$ cat src/rtl/multicycle_alu_if.sv
// Handshake + operand/result bundle for multicycle_alu.
// slave = the ALU, master = the producer/consumer driving it.
interface multicycle_alu_if #(
  parameter int WIDTH = 32
);
  logic             in_valid;
  logic             in_ready;
  logic [WIDTH-1:0] op1;
  logic [WIDTH-1:0] op2;
  logic [3:0]       alu_op;
  logic             out_valid;
  logic             out_ready;
  logic [WIDTH-1:0] result;
  logic             zero;
  logic             neg;
  logic             ovf;
  logic             illegal;

  modport slave (
    input  in_valid, op1, op2, alu_op, out_ready,
    output in_ready, out_valid, result, zero, neg, ovf, illegal
  );

  modport master (
    output in_valid, op1, op2, alu_op, out_ready,
    input  in_ready, out_valid, result, zero, neg, ovf, illegal
  );
endinterface

$ cat src/rtl/multicycle_alu.sv
// Multi-cycle ALU: single-cycle logic/arith/shift ops, iterative
// shift-add signed multiply (WIDTH iterations), valid/ready handshake.
module multicycle_alu #(
  parameter int WIDTH = 32,
  parameter int SHW   = $clog2(WIDTH)
) (
  input logic             clk,
  input logic             rst_n,
  multicycle_alu_if.slave bus
);
  localparam int CW = $clog2(WIDTH);

  localparam logic [3:0] OP_AND  = 4'b1000;
  localparam logic [3:0] OP_OR   = 4'b1001;
  localparam logic [3:0] OP_NOR  = 4'b1010;
  localparam logic [3:0] OP_NAND = 4'b1011;
  localparam logic [3:0] OP_XOR  = 4'b1100;
  localparam logic [3:0] OP_ADD  = 4'b0100;
  localparam logic [3:0] OP_SUB  = 4'b0101;
  localparam logic [3:0] OP_MUL  = 4'b0110;
  localparam logic [3:0] OP_LRS  = 4'b0000;
  localparam logic [3:0] OP_LLS  = 4'b0001;
  localparam logic [3:0] OP_ARS  = 4'b0010;
  localparam logic [3:0] OP_ALS  = 4'b0011;

  typedef enum logic [1:0] {IDLE, BUSY, DONE} state_t;

  state_t             state_q, state_d;
  logic [WIDTH-1:0]   result_q, result_d;
  logic               zero_q, zero_d, neg_q, neg_d, ovf_q, ovf_d, ill_q, ill_d;
  logic [2*WIDTH-1:0] mcand_q, mcand_d, acc_q, acc_d;
  logic [WIDTH-1:0]   mplier_q, mplier_d;
  logic [CW-1:0]      cnt_q, cnt_d;
  logic               sgn_q, sgn_d;

  logic               accept;
  logic [WIDTH-1:0]   sum, diff, alu_res;
  logic               alu_ovf, alu_ill;
  logic [SHW-1:0]     sh;
  logic [2*WIDTH-1:0] acc_nxt, prod;

  // Magnitude kept as WIDTH-bit unsigned so -2^(WIDTH-1) maps to 2^(WIDTH-1).
  function automatic logic [WIDTH-1:0] mag(input logic [WIDTH-1:0] v);
    return v[WIDTH-1] ? (~v + 1'b1) : v;
  endfunction

  assign bus.in_ready  = rst_n && ((state_q == IDLE) || (state_q == DONE && bus.out_ready));
  assign accept        = bus.in_valid && bus.in_ready;
  assign bus.out_valid = (state_q == DONE);
  assign bus.result    = result_q;
  assign bus.zero      = zero_q;
  assign bus.neg       = neg_q;
  assign bus.ovf       = ovf_q;
  assign bus.illegal   = ill_q;

  assign sum     = bus.op1 + bus.op2;
  assign diff    = bus.op1 - bus.op2;
  assign sh      = bus.op2[SHW-1:0];
  // Last iteration's accumulate is folded into the finalize so the
  // product lands on the WIDTH-th iteration edge.
  assign acc_nxt = acc_q + (mplier_q[0] ? mcand_q : '0);
  assign prod    = sgn_q ? (~acc_nxt + 1'b1) : acc_nxt;

  // Single-cycle datapath evaluated on the live inputs at the accept edge.
  always_comb begin
    alu_res = '0;
    alu_ovf = 1'b0;
    alu_ill = 1'b0;
    case (bus.alu_op)
      OP_AND:  alu_res = bus.op1 & bus.op2;
      OP_OR:   alu_res = bus.op1 | bus.op2;
      OP_NOR:  alu_res = ~(bus.op1 | bus.op2);
      OP_NAND: alu_res = ~(bus.op1 & bus.op2);
      OP_XOR:  alu_res = bus.op1 ^ bus.op2;
      OP_ADD: begin
        alu_res = sum;
        alu_ovf = (bus.op1[WIDTH-1] == bus.op2[WIDTH-1]) && (sum[WIDTH-1] != bus.op1[WIDTH-1]);
      end
      OP_SUB: begin
        alu_res = diff;
        alu_ovf = (bus.op1[WIDTH-1] != bus.op2[WIDTH-1]) && (diff[WIDTH-1] != bus.op1[WIDTH-1]);
      end
      OP_LRS:  alu_res = bus.op1 >> sh;
      OP_ARS:  alu_res = WIDTH'($signed(bus.op1) >>> sh);
      OP_LLS, OP_ALS: begin
        alu_res = bus.op1 << sh;
        alu_ovf = alu_res[WIDTH-1] != bus.op1[WIDTH-1];
      end
      OP_MUL:  alu_res = '0;
      default: alu_ill = 1'b1;
    endcase
  end

  // Next-state / datapath control for IDLE -> (BUSY) -> DONE.
  always_comb begin
    state_d  = state_q;
    result_d = result_q;
    zero_d   = zero_q;
    neg_d    = neg_q;
    ovf_d    = ovf_q;
    ill_d    = ill_q;
    mcand_d  = mcand_q;
    mplier_d = mplier_q;
    acc_d    = acc_q;
    cnt_d    = cnt_q;
    sgn_d    = sgn_q;
    case (state_q)
      BUSY: begin
        acc_d    = acc_nxt;
        mcand_d  = mcand_q << 1;
        mplier_d = mplier_q >> 1;
        cnt_d    = cnt_q + CW'(1);
        if (cnt_q == CW'(WIDTH-1)) begin
          state_d  = DONE;
          cnt_d    = '0;
          result_d = prod[WIDTH-1:0];
          zero_d   = (prod[WIDTH-1:0] == '0);
          neg_d    = prod[WIDTH-1];
          ovf_d    = prod[2*WIDTH-1:WIDTH] != {WIDTH{prod[WIDTH-1]}};
          ill_d    = 1'b0;
        end
      end
      default: begin
        if (accept) begin
          if (bus.alu_op == OP_MUL) begin
            state_d  = BUSY;
            mcand_d  = {{WIDTH{1'b0}}, mag(bus.op1)};
            mplier_d = mag(bus.op2);
            acc_d    = '0;
            cnt_d    = '0;
            sgn_d    = bus.op1[WIDTH-1] ^ bus.op2[WIDTH-1];
          end else begin
            state_d  = DONE;
            result_d = alu_res;
            zero_d   = (alu_res == '0);
            neg_d    = alu_res[WIDTH-1];
            ovf_d    = alu_ovf;
            ill_d    = alu_ill;
          end
        end else if (state_q == DONE && bus.out_ready) begin
          state_d = IDLE;
        end
      end
    endcase
  end

  // State registers; reset aborts any multiply and clears result/flags.
  always_ff @(posedge clk) begin
    if (!rst_n) begin
      state_q  <= IDLE;
      result_q <= '0;
      zero_q   <= 1'b0;
      neg_q    <= 1'b0;
      ovf_q    <= 1'b0;
      ill_q    <= 1'b0;
      mcand_q  <= '0;
      mplier_q <= '0;
      acc_q    <= '0;
      cnt_q    <= '0;
      sgn_q    <= 1'b0;
    end else begin
      state_q  <= state_d;
      result_q <= result_d;
      zero_q   <= zero_d;
      neg_q    <= neg_d;
      ovf_q    <= ovf_d;
      ill_q    <= ill_d;
      mcand_q  <= mcand_d;
      mplier_q <= mplier_d;
      acc_q    <= acc_d;
      cnt_q    <= cnt_d;
      sgn_q    <= sgn_d;
    end
  end
endmodule
$ cat src/flat_wrapper.sv
// flat-port wrapper written by rule: the top's interface ports become plain ports
module multicycle_alu_flat 
#(
  parameter int WIDTH = 32,
  parameter int SHW   = $clog2(WIDTH)
)
  (clk, rst_n, bus_in_valid, bus_op1, bus_op2, bus_alu_op, bus_out_ready, bus_in_ready, bus_out_valid, bus_result, bus_zero, bus_neg, bus_ovf, bus_illegal);
  multicycle_alu_if #(.WIDTH(WIDTH)) bus_i ();
  input logic clk;
  input logic rst_n;
  input wire logic [$bits(bus_i.in_valid)-1:0] bus_in_valid;
  input wire logic [$bits(bus_i.op1)-1:0] bus_op1;
  input wire logic [$bits(bus_i.op2)-1:0] bus_op2;
  input wire logic [$bits(bus_i.alu_op)-1:0] bus_alu_op;
  input wire logic [$bits(bus_i.out_ready)-1:0] bus_out_ready;
  output wire logic [$bits(bus_i.in_ready)-1:0] bus_in_ready;
  output wire logic [$bits(bus_i.out_valid)-1:0] bus_out_valid;
  output wire logic [$bits(bus_i.result)-1:0] bus_result;
  output wire logic [$bits(bus_i.zero)-1:0] bus_zero;
  output wire logic [$bits(bus_i.neg)-1:0] bus_neg;
  output wire logic [$bits(bus_i.ovf)-1:0] bus_ovf;
  output wire logic [$bits(bus_i.illegal)-1:0] bus_illegal;
  assign bus_i.in_valid = bus_in_valid;
  assign bus_i.op1 = bus_op1;
  assign bus_i.op2 = bus_op2;
  assign bus_i.alu_op = bus_alu_op;
  assign bus_i.out_ready = bus_out_ready;
  assign bus_in_ready = bus_i.in_ready;
  assign bus_out_valid = bus_i.out_valid;
  assign bus_result = bus_i.result;
  assign bus_zero = bus_i.zero;
  assign bus_neg = bus_i.neg;
  assign bus_ovf = bus_i.ovf;
  assign bus_illegal = bus_i.illegal;
  multicycle_alu #(.WIDTH(WIDTH), .SHW(SHW)) u_core (.clk(clk), .rst_n(rst_n), .bus(bus_i));
endmodule
$ cat config.mk
export PLATFORM = sky130hd
export DESIGN_NAME = multicycle_alu_flat
export DESIGN_NICKNAME = d
export VERILOG_FILES = /design/src/rtl/multicycle_alu_if.sv /design/src/rtl/multicycle_alu.sv /design/src/flat_wrapper.sv
export SDC_FILE = /design/constraint.sdc
export NUM_CORES = 1
export LEC_CHECK = 0
export CELL_PAD_IN_SITES_DETAIL_PLACEMENT = 1
export CELL_PAD_IN_SITES_GLOBAL_PLACEMENT = 2
export CORE_MARGIN = 8
export CORE_UTILIZATION = 37
export CTS_BUF_LIST = sky130_fd_sc_hd__clkbuf_8 sky130_fd_sc_hd__clkbuf_16
export CTS_CLUSTER_SIZE = 12
export DETAILED_ROUTE_END_ITERATION = 8
export GPL_TIMING_DRIVEN = 1
export PLACE_DENSITY_LB_ADDON = 0.1
export SYNTH_ARGS = -nofsm -noshare
export SYNTH_HDL_FRONTEND = slang
export SYNTH_SLANG_ARGS = --single-unit
$ cat constraint.sdc
create_clock -name clk -period 8.2 [get_ports clk]
set_input_delay 0.82 -clock clk [delete_from_list [all_inputs] [get_ports clk]]
set_output_delay 0.82 -clock clk [all_outputs]
set_load 0.03 [all_outputs]
# Word level (Yosys, flattened, before mapping)
# Cells that the tools add are included.
[word_totals] word_cells=122 register_bits=204 out_inout_bits=38 in_bits=72
[classes] eq_ne=22 n_reduce_logical=21 shift=3 bitwise=11 n_addsub=7 mux=45
[op_table] cell="64-bit two-way mux" n=8
[op_table] cell="32-bit case mux with 10 select lines" n=1
[op_table] cell="32-bit two-way mux" n=6
[op_table] cell="32-bit inverter" n=4
[op_table] cell="31-bit two-way mux" n=3
[op_table] cell="32-bit by 1-bit adder with 32-bit output (second input constant)" n=2
[op_table] cell="64-bit by 1-bit adder with 64-bit output (second input constant)" n=1
[op_table] cell="64-bit adder" n=1
[op_table] cell="32-bit logical NOT" n=2
[op_table] cell="64-bit inverter" n=1
[op_table] cell="32-bit adder" n=1
[op_table] cell="32-bit bitwise AND" n=1
[op_table] cell="32-bit != test" n=1
[op_table] cell="32-bit bitwise OR" n=1
[op_table] cell="32-bit by 5-bit << shifter with 32-bit output" n=1
[op_table] cell="32-bit by 5-bit right shift with 32-bit output" n=1
[op_table] cell="32-bit by 5-bit >>> shifter with 32-bit output" n=1
[op_table] cell="32-bit subtractor" n=1
[op_table] cell="32-bit XOR" n=1
[op_table] cell="4-bit == test (second input constant)" n=5
[op_table] cell="5-bit two-way mux" n=4
[op_table] cell="1-bit two-way mux" n=17
[op_table] cell="4-bit by 3-bit == test with 1-bit output (second input constant)" n=3
[op_table] cell="11-bit OR reduction" n=1
[op_table] cell="23 further kinds" n=41

# Longest topological paths before layout
[logic_depth] depth_word=8 ltp_mapped=24 ltp_nobuf=20

# Worst setup path after synthesis
# Ideal clock, no wire load.
[synth_path] path_type="input port to flip-flop" from="in bus_op2[2]" to="reg u_core.zero_q, in the netlist u_core.bus.zero" t_arrival_ns=6.512 path_slack_ns=1.596 path_stages=23 n_path_buf=5 required_ns=8.108 setup_time_ns=0.092 cell_sequence="inv_1 -> buf_1 -> clkbuf_1 -> buf_1 -> buf_1 -> clkbuf_1 -> ha_1 -> a21o_1 -> a21o_1 -> a21o_1 -> a2111oi_0 -> o31a_1 -> o21bai_1 -> a31oi_1 -> o21ai_0 -> xnor2_1 -> a221oi_1 -> nand4_1 -> or4_1 -> nor3_1 -> nand4bb_1 -> or4_1 -> o32ai_1"
[synth_via] elab_chain_cells=7 word_cells_on_any_way=15 cone_classes="2 x add/sub; 3 x shift; 4 x mux; 5 x bitwise; 1 x reduce/logical"
[synth_rtl] element="start, declared" line_no="flat_wrapper.sv:13" text="input wire logic [$bits(bus_i.op2)-1:0] bus_op2;"
[synth_rtl] element="parallel branches: the longest is 2 deep, another holds 32-bit subtractor"
[synth_rtl] element="32-bit case mux with 10 select lines *" line_no="multicycle_alu.sv:69" text="case (bus.alu_op)"
[synth_rtl] element="32-bit logical NOT *" line_no="multicycle_alu.sv:135" text="zero_d = (alu_res == '0);"
[synth_rtl] element="1-bit two-way mux *" line_no="multicycle_alu.sv:125" text="if (bus.alu_op == OP_MUL) begin"
[synth_rtl] element="1-bit two-way mux *" line_no="multicycle_alu.sv:124" text="if (accept) begin"
[synth_rtl] element="1-bit two-way mux *" line_no="multicycle_alu.sv:107" text="case (state_q)"
[synth_rtl] element="end signal, assigned" line_no="multicycle_alu.sv:164" text="zero_q <= zero_d;"
[synth_rtl] element="end, declared" line_no="multicycle_alu.sv:30" text="logic zero_q, zero_d, neg_q, neg_d, ovf_q, ovf_d, ill_q, ill_d;"
# Every way passes the cells marked *. The select of a mux whose other input is x is not followed.
# A chain may end at the register's enable or synchronous reset.

# Worst setup path in the final report
[layout_path] from="reg u_core.mplier_q[0]" to="reg u_core.ovf_q, in the netlist u_core.bus.ovf"
[layout_via] elab_chain_cells=8
[layout_rtl] element="start, declared" line_no="multicycle_alu.sv:32" text="logic [WIDTH-1:0] mplier_q, mplier_d;"
[layout_rtl] element="start signal, assigned" line_no="multicycle_alu.sv:169" text="mplier_q <= mplier_d;"
[layout_rtl] element="64-bit two-way mux *" line_no="multicycle_alu.sv:61" text="assign acc_nxt = acc_q + (mplier_q[0] ? mcand_q : '0);"
[layout_rtl] element="64-bit adder *" line_no="multicycle_alu.sv:61"
[layout_rtl] element="64-bit inverter" line_no="multicycle_alu.sv:62" text="assign prod = sgn_q ? (~acc_nxt + 1'b1) : acc_nxt;"
[layout_rtl] element="64-bit by 1-bit adder with 64-bit output" line_no="multicycle_alu.sv:62"
[layout_rtl] element="64-bit two-way mux *" line_no="multicycle_alu.sv:62"
[layout_rtl] element="32-bit != test *" line_no="multicycle_alu.sv:119" text="ovf_d = prod[2*WIDTH-1:WIDTH] != {WIDTH{prod[WIDTH-1]}};"
[layout_rtl] element="1-bit two-way mux *" line_no="multicycle_alu.sv:113" text="if (cnt_q == CW'(WIDTH-1)) begin"
[layout_rtl] element="1-bit two-way mux *" line_no="multicycle_alu.sv:107"
[layout_rtl] element="end signal, assigned" line_no="multicycle_alu.sv:166" text="ovf_q <= ovf_d;"
[layout_rtl] element="end, declared" line_no="multicycle_alu.sv:30"
# Mark *: on every way between the ends. The rest lies on a longest branch, timed or not. The select of a mux whose other input is x is not followed.

==> run_results.csv <==
group,metric,value,unit
yosys,synth.distinct_cells,107,
floorplan,die-area,76000,sq um
floorplan,io_pins,110,
yosys,yosysTopAreaCell,"dfxtp_1",
global_route,grt_pass1_wl,186,mm
placement,place.gp.congestion,0.971,
clock_tree,cts-resized-gates,0,
clock_tree,cts_hold_buf,0,
timing,tns,0,ns
yosys,syn-cell-area,25000,sq um
timing,finalHoldViolCount,0,
clock_tree,cts_setup_buffers,0,
setup_path,worstPathCellList,"and2_1 > ha_1 > inv_1 > fa_1 > nor2b_1 > o211ai_1 > a21oi_1 > a311oi_1 > a2111oi_2 > nand4bb_1 > nor4_1 > or4b_1 > nor4_2 > nand2b_1 > o31ai_1 > xnor2_1 > and4_1 > o2111ai_1 > and4bb_1 > a41oi_2",
pwr,peakVddDrop,159,uV
floorplan,rows,95,
flow_run,cap_violations,0,
clock_tree,htree_levels,1,
yosys,synth_commonest_cells,"nand2_1, nor2_1, a21oi_1",
pwr,p_leak,0.0107,uW
setup_path,slowest_delay,0.80,ns
clock_tree,clk_pin_slew,0.06,ns
clock_tree,cts_buffer_depth,3,
yosys,synth_edf_count,0,
outcome,status,"finished, final reports clean",
timing,fin_crit,7.08,ns
drt,drt_drc_violations_left,0,
global_route,use_met3,4.63,%
setup_path,cp.required,8.65,ns
global_route,antenna_found_initial,4,
yosys,ys_seq_elements,203,
timing,fin_hold_ws,0.458,ns
global_route,met2_usage,54.6,%
timing,rsz0062_at_grt,"no",
floorplan,core,66900,sq um
yosys,synth_cells,3538,
drt,wl_per_cell,28.9,um
yosys,synth_warnings,0,
global_route,grt_max_degree,75,
timing,drv_slew,0,
yosys,synthesis.nets,3777,
placement,hpwl,98.6,mm
hold_path,hold_depth,2,
global_route,overflow,0,
timing,finalClockSkew,0.0198,ns
finish,area_growth,10.2,%
yosys,ys.flop_type,"dfxtp_1",
finish,postLayoutCoreUtil,41.1,%
yosys,synth_top_area_share,16.3,%
setup_path,endpoint_kind,"flip-flop",
placement,port_buffers,109,
timing,post-route-period-util,86.4,%
placement,dp.cells,4309,
yosys,ys_async_sr_fraction,0,%
setup_path,reg2regPathDepth,20,
clock_tree,cts-buffers-inserted,27,
drt,wirelength,126,mm
placement,placed_cell_area,26600,sq um
clock_tree,worstSkewPairLatency,0.59,ns
setup_path,cp_slowest_cell,"dfxtp_2",
global_route,grtUsageMet1,38.6,%
yosys,seq_area_frac_synth,16.3,%
setup_path,cp_max_fo,42,
setup_path,arrival,7.54,ns
timing,max-slew-margin-rel,24.4,%
hold_path,hold_path.class,"flip-flop to flip-flop",
finish,finalNetCount,3704,
finish,drive_gt1_share,7.26,%
timing,worst_slew_pin_slew,1.12,ns
yosys,netlist_top_cells_area,"dfxtp_1, ha_1, a21oi_1",
finish,stdcell_area,27500,sq um
global_route,grt-busiest-layer,"met2",
setup_path,worstSetupPathType,"flip-flop to flip-flop",
floorplan,die_h,276,um
drt,drt_first_pass_iters,6,
floorplan,initial_core_util,37.3,%
clock_tree,cts_tree,"built",
drt,detail_route.iter0.violations,1972,
timing,fmax,0.141,GHz
yosys,yosysMostFrequentCell,"nand2_1",
drt,routed_via_density,6.44,
clock_tree,numClockSinks,203,
global_route,grt_pass1_vias,28821,
setup_path,startpoint_type,"flip-flop",
clock_tree,root_buffer,"clkbuf_16",
drt,vias,28050,
yosys,synth.avg_cell_area,7.05,sq um
finish,instances_no_fill,4357,
floorplan,die_x,276,um
global_route,track_usage,32.0,%
drt,ant_nets,0,
pwr,power.density,116,nW/um^2
timing,setup_viol,0,
-- cell type report --
class / count / area (sq um)
repair buffers: 181 / 1610
inverters: 129 / 489
multi-input cells: 2923 / 19300
flip-flops and latches: 203 / 4070
clock inverters: 14 / 134
well taps: 873 / 1090
fillers: 8401 / 39400
diodes: 1 / 2.50
clock buffers: 33 / 758
-- worst max-delay path: cells and delay by family, from the launching register on --
family,cells,cell delay [ns]
xor+xnor,1,0.18
simple gates,9,3.26
flops,1,0.80
buf+inv,1,0.07
fa+ha+maj,2,0.63
compound gates,7,2.00
-- per-stage QoR --
step / total power [uW] / setup slack, ns
3_5_place_dp: 1980 / 1.22
6_report: 3190 / 1.12
4_1_cts: 3200 / 1.17
3_3_place_gp: 1970 / 1.40
5_1_grt: 3310 / 0.596
2_1_floorplan: 1600 / 1.60
-- layout by cell type, fill, tap and decap left out, types with 27 or more instances in the layout --
cell	Yosys	routed
a211oi_1	66	66
a21o_1	57	57
a21oi_1	368	368
a22oi_1	85	85
a31oi_1	31	31
and2_1	88	88
buf_4	1	73
clkbuf_16	0	27
clkdlybuf4s50_1	0	101
dfxtp_1	203	201
ha_1	164	164
inv_1	126	130
mux2i_1	48	48
mux4_2	57	57
nand2_1	390	390
nand3_1	112	111
nand4_1	31	31
nor2_1	383	382
nor3_1	77	77
nor4_1	28	28
o211ai_1	36	36
o21ai_0	199	198
o22ai_1	27	27
o31ai_1	49	49
or3_1	36	36
xnor2_1	130	130
xor2_1	38	38
-- routing by layer --
layer | vias to the layer above | wire length, um
met5 | - | 0
li1 | 12796 | -
met1 | 14039 | 51700
met2 | 942 | 59200
met3 | 273 | 7350
met4 | 0 | 7530
-- path summary, 6_finish.rpt --
check                                           start                     to  slack, ns
worst max-delay path               u_core.mplier_q[0]         u_core.bus.ovf       1.12
worst min-delay path            u_core.bus.result[10]  u_core.bus.result[10]       0.46
worst max register to register     u_core.mplier_q[0]         u_core.bus.ovf       1.12
worst min register to register  u_core.bus.result[10]  u_core.bus.result[10]       0.46
-- flip-flops by register name (all words and copies together), names as in the netlist --
signal,count
u_core.acc_q,64
u_core.mcand_q,64
u_core.bus.result,32
u_core.mplier_q,32
u_core.cnt_q,5
u_core.state_q,2
u_core.bus.illegal,1
u_core.bus.ovf,1
u_core.bus.zero,1
u_core.sgn_q,1
-- kinds of logic after synthesis --
family,after synthesis,synth area share (%)
and+or+nand+nor,1291,24.5
AOI/OAI and AO/OA,1180,30.9
buffers and inverters,412,6.35
DFF,203,16.3
xor gates and xnor gates,169,5.96
adders and majority gates,167,8.46
muxes,116,7.57
-- power breakdown --
group	internal (uW)	total [uW]	switching (uW)
clock	714	1210	496
combinational	324	969	645
sequential	999	1010	11.9
total	2040	3190	1150
(Power assumes the default switching activity.)
